`src/rtl/lfsr_ctrl_pkg.sv`:
```
// Shared types and default sizes for the LFSR sequencer.
package lfsr_ctrl_pkg;

  localparam int LENGTH_DEF = 8;
  localparam int CNT_W_DEF  = 16;

  typedef enum logic [2:0] {
    IDLE,
    CLEAR,
    LOAD,
    RUN,
    CAPTURE
  } state_t;

endpackage

```
`src/rtl/lfsr_seq_ctrl.sv`:
```
// Sequencer that owns the rst/d/fb pins of an external simpleLFSR.
// It clears the LFSR, loads a seed MSB first, runs feedback for a
// programmed number of cycles, then captures the final state.
module lfsr_seq_ctrl
  import lfsr_ctrl_pkg::*;
#(
  parameter int LENGTH = LENGTH_DEF,
  parameter int CNT_W  = CNT_W_DEF
) (
  input  logic              clk,
  input  logic              rst,
  input  logic              start,
  input  logic              abort,
  input  logic [LENGTH-1:0] seed,
  input  logic [CNT_W-1:0]  run_len,
  input  logic [LENGTH-1:0] lfsr_state,
  output logic              lfsr_rst,
  output logic              lfsr_d,
  output logic              lfsr_fb,
  output logic              busy,
  output logic              done,
  output logic [LENGTH-1:0] result,
  output logic              seed_err
);

  // Load counter width; a 1-bit LFSR still needs a 1-bit counter.
  localparam int BW = (LENGTH > 1) ? $clog2(LENGTH) : 1;
  localparam logic [BW-1:0] LAST_BIT = BW'(LENGTH - 1);

  state_t              state_reg, state_next;
  logic [LENGTH-1:0]   seed_q;
  logic [CNT_W-1:0]    run_len_q;
  logic [CNT_W-1:0]    run_cnt_reg;
  logic [BW-1:0]       bit_cnt_reg;
  logic [BW-1:0]       bit_idx;
  logic [LENGTH-1:0]   result_reg;
  logic                done_reg;
  logic                seed_err_reg;
  logic                start_ok;

  // A zero seed would lock the LFSR in the all-zero state, so it is refused.
  assign start_ok = start && (seed != '0);

  // State register.
  always_ff @(posedge clk) begin
    if (rst) begin
      state_reg <= IDLE;
    end else begin
      state_reg <= state_next;
    end
  end

  // Next-state logic; abort only cancels CLEAR/LOAD/RUN, CAPTURE always completes.
  always_comb begin
    state_next = state_reg;
    case (state_reg)
      IDLE: begin
        if (start_ok) state_next = CLEAR;
      end
      CLEAR: begin
        state_next = abort ? IDLE : LOAD;
      end
      LOAD: begin
        if (abort) begin
          state_next = IDLE;
        end else if (bit_cnt_reg == LAST_BIT) begin
          state_next = (run_len_q != '0) ? RUN : CAPTURE;
        end
      end
      RUN: begin
        if (abort) begin
          state_next = IDLE;
        end else if (run_cnt_reg == CNT_W'(1)) begin
          state_next = CAPTURE;
        end
      end
      CAPTURE: begin
        state_next = IDLE;
      end
      default: begin
        state_next = IDLE;
      end
    endcase
  end

  // Datapath: operand latches, counters, result capture and pulse flags.
  always_ff @(posedge clk) begin
    if (rst) begin
      seed_q       <= '0;
      run_len_q    <= '0;
      run_cnt_reg  <= '0;
      bit_cnt_reg  <= '0;
      result_reg   <= '0;
      done_reg     <= 1'b0;
      seed_err_reg <= 1'b0;
    end else begin
      done_reg     <= (state_reg == CAPTURE);
      seed_err_reg <= (state_reg == IDLE) && start && (seed == '0);
      case (state_reg)
        IDLE: begin
          if (start_ok) begin
            seed_q      <= seed;
            run_len_q   <= run_len;
            run_cnt_reg <= run_len;
          end
        end
        CLEAR: begin
          bit_cnt_reg <= '0;
        end
        LOAD: begin
          bit_cnt_reg <= bit_cnt_reg + BW'(1);
        end
        RUN: begin
          // Saturate at zero so the counter can never wrap.
          if (run_cnt_reg != '0) run_cnt_reg <= run_cnt_reg - CNT_W'(1);
        end
        CAPTURE: begin
          result_reg <= lfsr_state;
        end
        default: begin
        end
      endcase
    end
  end

  // Seed is presented MSB first so it ends up in natural order after the shifts.
  assign bit_idx  = LAST_BIT - bit_cnt_reg;

  // All LFSR controls and status decode from registers only.
  assign lfsr_rst = (state_reg == CLEAR);
  assign lfsr_fb  = (state_reg == RUN);
  assign lfsr_d   = (state_reg == LOAD) ? seed_q[bit_idx] : 1'b0;
  assign busy     = (state_reg != IDLE);
  assign done     = done_reg;
  assign result   = result_reg;
  assign seed_err = seed_err_reg;

endmodule

```
`config.mk`:
```
export PLATFORM = sky130hd
export DESIGN_NAME = lfsr_seq_ctrl
export DESIGN_NICKNAME = d
export VERILOG_FILES = /design/src/rtl/lfsr_ctrl_pkg.sv /design/src/rtl/lfsr_seq_ctrl.sv
export SDC_FILE = /design/constraint.sdc
export NUM_CORES = 1
export LEC_CHECK = 0
export BUFFER_PORTS_ARGS = -buffer_cell sky130_fd_sc_hd__buf_2
export CORE_MARGIN = 2
export CORE_UTILIZATION = 49
export CTS_BUF_LIST = sky130_fd_sc_hd__clkbuf_8 sky130_fd_sc_hd__clkbuf_16
export DETAILED_ROUTE_END_ITERATION = 6
export PLACE_DENSITY = 0.85
export RECOVER_POWER = 50
export SYNTH_ARGS = -nofsm -noshare
export SYNTH_HDL_FRONTEND = slang
export SYNTH_SLANG_ARGS = --single-unit
export TNS_END_PERCENT = 5
```
`constraint.sdc`:
```
create_clock -name clk -period 2.11 [get_ports clk]
set_clock_uncertainty 0.15 [all_clocks]
set_input_delay 0.633 -clock clk [delete_from_list [all_inputs] [get_ports clk]]
set_output_delay 0.633 -clock clk [all_outputs]
set_load 0.02 [all_outputs]
```
Yosys cells after proc, flatten, opt, wreduce, memory -nomap -nowiden
Index checks and enable logic that the tools add are counted.

storage, ports and cells
  logic and storage cells = 51
  output and inout port bits = 14
  register bits = 56
  input bits = 36

operators by class
  mux-type cells = 15
  add/sub/neg operators = 3
  reductions and logical operators = 14
  equality and inequality tests = 10
  $lt $le $gt $ge = 1

operator list
  operator                                                                       number
  16-bit two-way mux                                                             2
  16-bit case mux with 2 select lines                                            1
  16-bit nonzero test                                                            2
  3-bit two-way mux                                                              6
  16-bit by 1-bit == test with 1-bit output (second input constant)              1
  16-bit by 1-bit subtractor with 16-bit output (second input constant)          1
  3-bit case mux with 4 select lines                                             1
  8-bit zero test                                                                1
  8-bit nonzero test                                                             1
  3-bit by 2-bit == test with 1-bit output (second input constant)               2
  3-bit == test (second input constant)                                          2
  3-bit case mux with 2 select lines                                             1
  3-bit AND reduction                                                            2
  3-bit by 4-bit less-than comparator with 1-bit output (second input constant)  1
  2-bit nonzero test                                                             2
  3-bit by 1-bit adder with 3-bit output (second input constant)                 1
  1-bit binary-select mux with 3-bit select                                      1
  3-bit by 1-bit == test with 1-bit output (second input constant)               1
  1-bit logical AND                                                              3
  3-bit zero test                                                                1
  3-bit by 2-bit inequality test with 1-bit output (second input constant)       1
  3-bit inequality test (second input constant)                                  1
  3-bit nonzero test                                                             1
  3-bit subtractor (first input constant)                                        1
  other kinds (5)                                                                6

Depth between registers and ports, before layout
Gate-level depths: netlist (run 1).

  depth after elaboration = 5
  depth in mapped cells = 8
  depth with buffers taken out = 6

Least setup slack after synthesis (run 1)
Ideal clock, no wire load.

  path kind = register to output
  from = register bit_cnt_reg[0]
  to = output lfsr_d
  path slack = -0.145 ns
  cell stages (with the launch flop) = 4
  required time = 1.327 ns
  buffers on the path = 0
  arrival time = 1.472 ns
  cell sequence = dfxtp_1 > mux4_2 > mux2i_1 > nor4b_1

on the way
  longest elaborated chain between the ends = 4

ends and longest elaborated chain
  item                                       RTL line              text
  from (decl)                                lfsr_seq_ctrl.sv:34   logic [BW-1:0] bit_cnt_reg;
  from (signal assigned)                     lfsr_seq_ctrl.sv:111  bit_cnt_reg <= bit_cnt_reg + BW'(1);
  3-bit subtractor                           lfsr_seq_ctrl.sv:127  assign bit_idx = LAST_BIT - bit_cnt_reg;
  1-bit binary-select mux with 3-bit select  lfsr_seq_ctrl.sv:132  assign lfsr_d = (state_reg == LOAD) ? seed_q[bit_idx] : 1'b0;
  1-bit two-way mux (implied by the code)    lfsr_seq_ctrl.sv:132
  1-bit two-way mux                          lfsr_seq_ctrl.sv:132
  to (decl)                                  lfsr_seq_ctrl.sv:18   output logic lfsr_d,

Every way passes these cells. The select of a mux whose other input is x is not followed.

Worst setup path after layout (run 1)
Ends and elaborated chain as after synthesis.

==> results of run 1 <==
## final timing paths
path / end / slack, ns
setup / recovery: lfsr_d / -0.24
hold / removal: result[2] / 0.31
setup reg to reg: run_cnt_reg[4] / -0.11
hold reg to reg: result[2] / 0.31
## Yosys cell counts (2+ instances only)
cell,n
a21oi_1,50
buf_6,2
o21a_1,5
or2_2,3
or4b_1,2
nor4_1,7
dfxtp_1,56
inv_1,7
a21o_1,4
nor2_1,20
o21ai_0,7
a31oi_1,3
clkbuf_1,16
nand4_1,4
a221oi_1,3
ha_1,4
o41ai_1,2
a22o_1,2
mux4_2,2
or3_1,5
a22oi_1,5
nor3_1,5
nand2_1,77
o21ai_1,8
nand3_1,6
nand2b_1,7
## per-layer routing
layer | vias to the layer above | GRT usage | wire length [µm]
met5 | - | 0 | 0
met4 | 0 | 0.05893 | 61
met3 | 7 | 0.04535 | 489
met2 | 96 | 0.3548 | 3291
met1 | 1223 | 0.3240 | 3060
li1 | 1314 | - | -
## final cells by class
| cell class | instances | area [µm²] | share of cell area |
|---|---|---|---|
| Tap cell | 70 | 87.58 | 0.02632 |
| Multi-Input combinational cell | 250 | 1450 | 0.4357 |
| Timing Repair Buffer | 82 | 510.5 | 0.1534 |
| Inverter | 7 | 26.28 | 0.007895 |
| Sequential cell | 56 | 1127 | 0.3387 |
| Clock buffer | 7 | 96.34 | 0.02895 |
| Clock inverter | 1 | 30.03 | 0.009023 |
## where the power goes
group          switching (µW)  leakage, µW  internal [µW]
Combinational             308     0.000801            240
Clock                     352    0.0000645            419
Sequential               49.3     0.000459           1120
## worst reg2reg max path, stage by stage (launching register included)
cell and delay, ns:
dfxtp_1 0.32, or3_4 0.39, or4_4 0.47, o32ai_4 0.41
buf_4 0.21, o21ai_1 0.07, a21oi_1 0.14
## kinds of logic (layout without fill, tap and decap cells)
| group | count (synthesis) | count (layout) | synth area share |
|---|---|---|---|
| xor+xnor | 1 | 1 | 0.003306 |
| compound gates | 98 | 98 | 0.2314 |
| buf+inv | 27 | 97 | 0.04438 |
| mux | 4 | 4 | 0.02502 |
| simple gates | 143 | 143 | 0.2540 |
| flops | 56 | 56 | 0.4230 |
| fa+ha+maj | 4 | 4 | 0.01889 |
## stage by stage
stage / hold WS (ns) / util
floorplan: 0.2831 / -
finish: 0.3101 / 0.6434
CTS: 0.3087 / 0.6405
global placement: 0.2891 / 0.6105
detailed placement: 0.2952 / 0.6105
global route: 0.3286 / 0.6434
## what timing repair did
item	in CTS	in global routing
gates resized for setup	11	12
pin swaps	3	1
endpoints found under the setup margin	18	24
hold buffers	0	0
==> metrics.md, run 1 <==
| Metric | Value |
|---|---|
| Max-slew violation count | `0` |
| Initial DRC count | `231` |
| Register bit total from synthesis | `56` |
| DR WL/cell | `~15 µm` |
| Hold_sp | `result[2]` |
| WHS Path Cells | `2` |
| Largest net degree at the start of global routing | `37` |
| Total Die Area | `~6000 µm²` |
| Final HPWL DP | `4930 µm` |
| Period utilization | `1.114` |
| Final setup violation count | `14` |
| Reg-to-Reg Start | `run_cnt_reg[11]` |
| Relative slew slack | `0.6890` |
| Most frequent cells in the layout | `nand2_1, dfxtp_1, a21oi_1, buf_2, buf_4` |
| Fill cell count | `about 410` |
| Initial Util | `0.5123` |
| Die width | `just under 80 µm` |
| Family with the most delay on the worst path | `multiplexers` |
| Crit Path Category | `reg -> out` |
| Register area share after synthesis | `0.4230` |
| Dpl cells | `465` |
| Gpl congestion | `0.8525` |
| Critical Path Max Stage Delay | `slightly below 0.5 ns` |
| Place WS | `-0.1895 ns` |
| Clock transition at the registers of the reported paths | `~0.1 ns` |
| Initial antenna violation count | `0` |
| Fin cells | `473` |
| Count of nets after finishing | `around 440` |
| GRT Total Usage | `0.2279` |
| DR vias | `2640` |
| Yosys warnings | `0` |
| CP Launch Type | `flop` |
| Total power | `about 2500 µW` |
| Synth Instances | `around 330` |
| Violated checks | `setup timing` |
| Cell Rows | `26` |
| Setup TNS | `-1.252 ns` |
| # Post-CTS Setup Buffers | `0` |
| Clock Root Buffer | `clkbuf_8` |
| Post-synth EDFFs | `0` |
| Num CTS Buffers | `5` |
| IO Pins | `50` |
| Tmin final | `2.351 ns` |
| Peak supply drop | `roughly 0.35 mV` |
| CORE AREA | `just over 5000 µm²` |
| Worst reg2reg path depth | `6` |
| Leakage | `0.001325 µW` |
| Cell depth of the worst setup path | `4` |
| Worst-path cell chain | `mux4_2 -> mux2i_1 -> nor4b_2 -> buf_4` |
| Asr flop ratio synth | `0` |
| Vias per std cell | `between 5 and 6` |
| Hold WC Path Type | `reg -> reg` |
| Status | `finished, violations left` |
| Remaining DRCs | `0` |
| Clk sinks | `56` |
| Cell area after layout | `3328 µm²` |
| H-tree levels | `2` |
| PD cells | `approximately 750 nW/µm²` |
| Synth Flop Type | `dfxtp_1` |
| Drt pass-1 iters | `5` |
| Synth Cell Area | `2650 µm²` |
| Vias in the first global route | `between 2000 and 2500` |
| CP max FO | `3` |
| Layout area overhead | `25.59%` |
| Ranking of synthesized cells by area | `dfxtp_1, nand2_1, a21oi_1` |
| GR Overflow Total | `0` |
| ANT cells | `0` |
| Share of cells above drive strength 1 | `0.2457` |
| Clk_lat worst skew | `a little over 0.3 ns` |
| Die height | `77.54 µm` |
| Global-route wire length before repair | `approximately 11000 µm` |
| FMAX | `425.3 MHz` |
| Final hold vios | `0` |
| Slew at the pin with the worst max-slew slack | `between 0.4 and 0.5 ns` |
| # Max-Cap Violations | `0` |
| Commonest non-fill, non-tap cell in the layout | `nand2_1` |
| Worst EP required | `1.33 ns` |
| Worst EP arrival | `about 1.6 ns` |
| Maximum clock path buffer count | `2` |
| Yosys cell types | `47` |
| Slowest stage cell, crit path | `mux4_2` |
| Yosys top cell by area | `dfxtp_1` |
| Final worst slack | `-0.2412 ns` |
| Worst Setup SP | `bit_cnt_reg[0]` |
| WL final | `6902 µm` |
| Synthesized area per cell | `approximately 8 µm²` |
| PortBufs | `49` |
| Antenna Nets Post-Route | `0` |
| Area share of the largest cell type after synthesis | `0.4230` |
| DP Area | `roughly 3200 µm²` |
| Synth Net Count | `373` |
| Worst Path Buf+Inv | `1` |
| CTS tree | `built` |
| RSZ-0062 raised after global routing | `true` |
| Critical Path End Type | `output port` |
Power figures use the tool's default switching activity.
==> inputs of run 2 (changes only) <==
- ABC_AREA: unset -> 1
- CAP_MARGIN: unset -> 20
- CORE_UTILIZATION: 49 -> 50
- PLACE_DENSITY: 0.85 -> 0.78
==> run 2 against run 1 <==
The flow still finishes with violations (setup timing). Count of clock-buffer cells in the layout decreased by 2. Clock power decreased by 22%. Die area increased by 6.4%. Largest cell class unchanged. Sequential power increased by 5%. Utilization decreased by 4.9 points. Global-route usage decreased by 0.95 points. Area after synthesis increased by 9.0%. Sequential cell count unchanged. Synthesized cell count increased by 29%. Sequential share of layout area increased by 0.36 points.
==> metrics.md, run 2 <==
| Metric | Value |
|---|---|
| Slew at the pin with the worst max-slew slack | `between 0.5 and 0.6 ns` |
| Initial DRC count | `approximately 130` |
| Synth Flop Type | `dfxtp_1` |
| Switching share of power | `0.3412` |
| CORE AREA | `between 5000 and 6000 µm²` |
| Remaining DRCs | `0` |
| Tmin final | `about 2.2 ns` |
| Register area share after synthesis | `0.3882` |
| Worst EP required | `1.33 ns` |
| Synthesized area per cell | `6.716 µm²` |
| Ranking of synthesized cells by area | `dfxtp_1, nor2_1, nand2_1` |
| Family with the most delay on the worst path | `flip-flops` |
| Antenna Nets Post-Route | `0` |
| IO Pins | `50` |
| Vias in the first global route | `between 2000 and 3000` |
| Hold WC Path Type | `reg -> reg` |
| Synth Cell Area | `just under 3000 µm²` |
| Final worst slack | `-0.04684 ns` |
| CTS tree | `built` |
| Final HPWL DP | `4919 µm` |
| Layout area overhead | `14.04%` |
| Clk_lat worst skew | `between 0.3 and 0.4 ns` |
| PortBufs | `slightly below 50` |
| Worst EP arrival | `around 1.4 ns` |
| Initial antenna violation count | `0` |
| WHS Path Cells | `2` |
| Final hold vios | `0` |
| Die height | `~80 µm` |
| ANT cells | `0` |
| Peak supply drop | `approximately 0.34 mV` |
| Dpl cells | `546` |
| Reg-to-Reg Start | `state_reg[1]` |
| Period utilization | `1.022` |
| Count of nets after finishing | `around 520` |
| Fin cells | `roughly 560` |
| Maximum clock path buffer count | `2` |
| Clock Root Buffer | `clkbuf_8` |
| Crit Path Category | `reg -> out` |
| Yosys warnings | `0` |
| Worst-path cell chain | `inv_4 -> nor2_2 -> o32ai_2 -> nor2_1 -> nor2_1 -> buf_4` |
| Fill cell count | `roughly 540` |
| CP Launch Type | `flop` |
| Sequential Power Share | `0.499` |
| Violated checks | `setup timing` |
| Leakage | `0.001516 µW` |
| Gpl congestion | `0.8777` |
| Total Die Area | `6399 µm²` |
| Worst reg2reg path depth | `10` |
| Share of cells above drive strength 1 | `0.1739` |
| NetSw | `about 840 µW` |
| Register bit total from synthesis | `56` |
| Clock transition at the registers of the reported paths | `about 0.1 ns` |
| Commonest non-fill, non-tap cell in the layout | `nor2_1` |
| H-tree levels | `2` |
| # Max-Cap Violations | `0` |
| Share of the core filled with cells in the final layout | `0.5944` |
| Min-Delay Endpoint | `run_len_q[4]` |
| Global-route wire length before repair | `~11000 µm` |
| Footprint of the multi-input gates | `approximately 1500 µm²` |
| Most frequent cells in the layout | `nor2_1, nand2_1, dfxtp_1, o21ai_0, buf_2` |
| Cell Rows | `27` |
| Register area | `approximately 1100 µm²` |
| Cell depth of the worst setup path | `6` |
| Status | `finished, violations left` |
| Yosys top cell by area | `dfxtp_1` |
| Post-synth EDFFs | `0` |
| RSZ-0062 raised after global routing | `true` |
| Slowest stage cell, crit path | `dfxtp_4` |
| GRT Total Usage | `0.2184` |
| R2R Setup Slk | `around 0.12 ns` |
| Critical Path End Type | `output port` |
| Die width | `roughly 80 µm` |
| FMAX | `between 400 and 500 MHz` |
| CP max FO | `6` |
| Drt pass-1 iters | `4` |
| GR Overflow Total | `0` |
| Area share of the largest cell type after synthesis | `0.3882` |
| Most frequent cell after synthesis | `nor2_1` |
| Worst Path Buf+Inv | `2` |
| Place WS | `~0.050 ns` |
| WL final | `roughly 6500 µm` |
| Yosys cell types | `33` |
| Clk sinks | `56` |
| Asr flop ratio synth | `0` |
| Worst Setup SP | `bit_cnt_reg[0]` |
| PD cells | `between 700 and 800 nW/µm²` |
| Clk pwr share | `0.245` |
| Vias per std cell | `5.045` |
| DR WL/cell | `between 10 and 15 µm` |
| Cell mode on critical path | `nor2_1` |
| Max-slew violation count | `0` |
| Largest net degree at the start of global routing | `35` |
| Critical Path Max Stage Delay | `0.39 ns` |
| Combinational power share | `0.256` |
| RR Endpoint | `run_cnt_reg[10]` |
| Internal power | `around 1600 µW` |
| Final setup violation count | `1` |
| DR vias | `2800` |
| Post-synth top cells | `nor2_1, nand2_1, dfxtp_1, o21ai_0, inv_1` |
| Initial Util | `0.5212` |
| Total power | `2454 µW` |
| Synth Instances | `430` |
| Hold_sp | `run_len_q[4]` |
| Synth Net Count | `470` |
| Relative slew slack | `0.6138` |
| Num CTS Buffers | `5` |
run 2: cell types whose count changed in the layout (fill, tap and decap cells not counted), moves of 14 or more:
cell / previous run / this run
nand3_1: 6 / 20
buf_4: 28 / 8
a21oi_1: 50 / 24
nor2_1: 20 / 107
inv_1: 6 / 35
o21ai_0: 6 / 47
run 2: cells by family after synthesis:
kind of cell / after synthesis / share of synthesized area
XOR/XNOR: 3 / 0.009100
buffers and inverters: 55 / 0.08362
adder cells (fa/ha/maj): 4 / 0.01733
flip-flops: 56 / 0.3882
AO/OA/AOI/OAI: 87 / 0.1582
AND/OR/NAND/NOR: 225 / 0.3436
run 2: how the worst max path moves through the flow:
| stage | endpoint | slack (ns) |
|---|---|---|
| finish | lfsr_d | -0.05 |
| global route | lfsr_d | -0.11 |
| CTS | lfsr_rst | -0.04 |
| detailed placement | run_cnt_reg[15] | 0.05 |
| global placement | run_cnt_reg[8] | 0.11 |
| floorplan | lfsr_d | 0.28 |
run 2: worst min-delay path, stage by stage, from the launching register on:
cell	delay, ns
dfxtp_1	0.31
inv_1	0.06
a21oi_1	0.05
run 2: cell type report:
| type | instances | share of cell area |
|---|---|---|
| timing repair buffer | 59 | 0.09157 |
| clock buffer | 5 | 0.02090 |
| inverter | 41 | 0.04825 |
| clock inverter | 3 | 0.007219 |
| sequential | 56 | 0.3423 |
| tap | 72 | 0.02736 |
| multi-input combinational | 319 | 0.4624 |
run 2: stage by stage:
step | hold slack, ns | setup TNS, ns | area [µm²]
after floorplan | 0.2801 | 0 | 2888
after global placement | 0.2899 | 0 | 3206
after detailed placement | 0.2938 | 0 | 3206
after CTS | 0.3089 | -0.07761 | 3312
after global routing | 0.3437 | -0.2789 | 3293
final | 0.3073 | -0.04684 | 3293
run 2: per-layer routing:
layer  routed length [µm]  global-route usage
met1                 3136              0.2818
met2                 3038              0.3708
met3                  284             0.03507
met4                   69             0.07119
met5                    0                   0
run 2: power by group through the flow:
| stage | Sequential [µW] | Combinational, µW | Clock, µW |
|---|---|---|---|
| after floorplan | 1230 | 494 | 0 |
| after global placement | 1250 | 616 | 0 |
| after detailed placement | 1250 | 631 | 0 |
| after CTS | 1230 | 634 | 620 |
| after global routing | 1240 | 724 | 660 |
| final | 1230 | 627 | 601 |
run 2: what timing repair did:
item | CTS | global route
hold buffers | 0 | 0
pin swaps | 0 | 4
setup buffers | 0 | 1
setup endpoints to repair | 2 | 2
gates resized for setup | 8 | 7
==> inputs of run 3 (changes only) <==
- PLACE_DENSITY: 0.78 -> 0.75
- SKIP_CTS_REPAIR_TIMING: unset -> 1
- clock period: 2.11 -> 2.4 ns (I/O delays scaled with it)
==> run 3 against run 2 <==
The run now ends clean. Utilization down 0.23 points. Setup slack gained 0.16 ns. Final cell count decreased by 0.36%. Via count down 1.3%. Non-clock buffer count down 2. Global-route usage increased by 0.11 points. Die area unchanged. Wire length shrank 0.75%. Hold slack better by 0.0027 ns. Combinational power decreased by 13%. Final area decreased by 0.38%. Critical path depth is the same. Largest power group unchanged.
==> metrics.md, run 3 (same netlist as run 2, synthesis figures left out) <==
| Metric | Value |
|---|---|
| Commonest non-fill, non-tap cell in the layout | `nor2_1` |
| CORE AREA | `approximately 5500 µm²` |
| CP Launch Type | `flop` |
| WHS | `~0.31 ns` |
| Status | `finished clean` |
| CTS tree | `built` |
| CP max FO | `4` |
| Clock Root Buffer | `clkbuf_8` |
| WL final | `6479 µm` |
| Final HPWL DP | `roughly 4900 µm` |
| Worst EP arrival | `~1.4 ns` |
| Clk sinks | `56` |
| RR Endpoint | `run_cnt_reg[12]` |
| Peak supply drop | `between 0.3 and 0.4 mV` |
| Share of cells above drive strength 1 | `0.1622` |
| Relative slew slack | `0.5168` |
| Crit Path Category | `reg -> out` |
| Setup TNS | `0 ns` |
| PD cells | `a little under 700 nW/µm²` |
| Tmin final | `roughly 2.3 ns` |
| Clock transition at the registers of the reported paths | `around 0.1 ns` |
| Count of nets after finishing | `between 500 and 600` |
| Vias in the first global route | `approximately 2500` |
| H-tree levels | `2` |
| GRT Total Usage | `0.2196` |
| Die height | `around 80 µm` |
| Maximum clock path buffer count | `2` |
| Final hold vios | `0` |
| Vias per std cell | `4.998` |
| Die width | `around 80 µm` |
| Remaining DRCs | `0` |
| Reg-to-Reg Start | `run_cnt_reg[0]` |
| Drt pass-1 iters | `4` |
| Total Die Area | `about 6400 µm²` |
| Leakage | `0.001519 µW` |
| Worst EP required | `~1.5 ns` |
| Num CTS Buffers | `5` |
| Global-route wire length before repair | `11120 µm` |
| Period utilization | `0.9510` |
| DR vias | `2764` |
| GR Overflow Total | `0` |
| WHS Path Cells | `2` |
| Most frequent cells in the layout | `nor2_1, nand2_1, dfxtp_1, o21ai_0, buf_2` |
| Clk_lat worst skew | `just over 0.3 ns` |
| DR WL/cell | `about 12 µm` |
| Hold WC Path Type | `reg -> reg` |
| Share of the core filled with cells in the final layout | `0.5921` |
| Layout area overhead | `13.60%` |
| # Max-Cap Violations | `0` |
| Final setup violation count | `0` |
| Initial Util | `0.5212` |
| Max-slew violation count | `0` |
| Cell Rows | `27` |
| Initial antenna violation count | `0` |
| Min-Delay Endpoint | `run_len_q[1]` |
| PortBufs | `a little under 50` |
| Gpl congestion | `0.8625` |
| Hold_sp | `run_len_q[1]` |
| Slew at the pin with the worst max-slew slack | `about 0.72 ns` |
| Worst reg2reg path depth | `9` |
| IO Pins | `50` |
| RSZ-0062 raised after global routing | `false` |
| Initial DRC count | `about 150` |
| Critical Path End Type | `output port` |
| FMAX | `~440 MHz` |
| ANT cells | `0` |
| Antenna Nets Post-Route | `0` |
| Largest net degree at the start of global routing | `45` |
| R2R Setup Slk | `~0.44 ns` |
[run 3: per-stage QoR]
| stage | cells | cell area (µm²) | power, µW | setup slack (ns) |
|---|---|---|---|---|
| final | 553 | 3281 | 2243 | 0.1177 |
| after global routing | 553 | 3281 | 2385 | 0.02033 |
| after CTS | 553 | 3309 | 2265 | 0.04652 |
| after detailed placement | 545 | 3198 | 1648 | 0.2745 |
| after global placement | 545 | 3198 | 1638 | 0.3291 |
| after floorplan | 430 | 2888 | 1517 | 0.4838 |
[run 3: critical path, stage by stage, from the launching register on]
cell and delay, ns:
dfxtp_1 0.34, inv_2 0.11, nand3_1 0.13, inv_1 0.13, o21ai_0 0.10, nor2_1 0.12, buf_2 0.17
[run 3: how the worst max path moves through the flow]
stage	from	to	slack [ns]
global placement	seed[5]	run_cnt_reg[12]	0.33
global route	bit_cnt_reg[0]	lfsr_d	0.02
detailed placement	seed[1]	run_cnt_reg[12]	0.27
finish	state_reg[2]	lfsr_d	0.12
CTS	bit_cnt_reg[0]	lfsr_d	0.05
floorplan	state_reg[1]	lfsr_d	0.48
[run 3: power breakdown]
part / switching [µW] / internal (µW)
clock: 310 / 309
combinational: 352 / 196
sequential: 62.8 / 1010
[run 3: layer usage]
metal | global-route usage | wire, µm | vias to the layer above
li1 | - | - | 1461
met1 | 0.2935 | 3133 | 1217
met2 | 0.3608 | 2899 | 80
met3 | 0.03846 | 372 | 6
met4 | 0.06610 | 73 | 0
met5 | 0 | 0 | -
[run 3: cell type report]
| class | instances | area [µm²] |
|---|---|---|
| Fill cell | 527 | 2260 |
| Multi-Input combinational cell | 319 | 1510 |
| Sequential cell | 56 | 1124 |
| Timing Repair Buffer | 57 | 289.0 |
| Inverter | 41 | 156.4 |
| Tap cell | 72 | 90.09 |
| Clock buffer | 5 | 68.82 |
| Clock inverter | 3 | 42.54 |
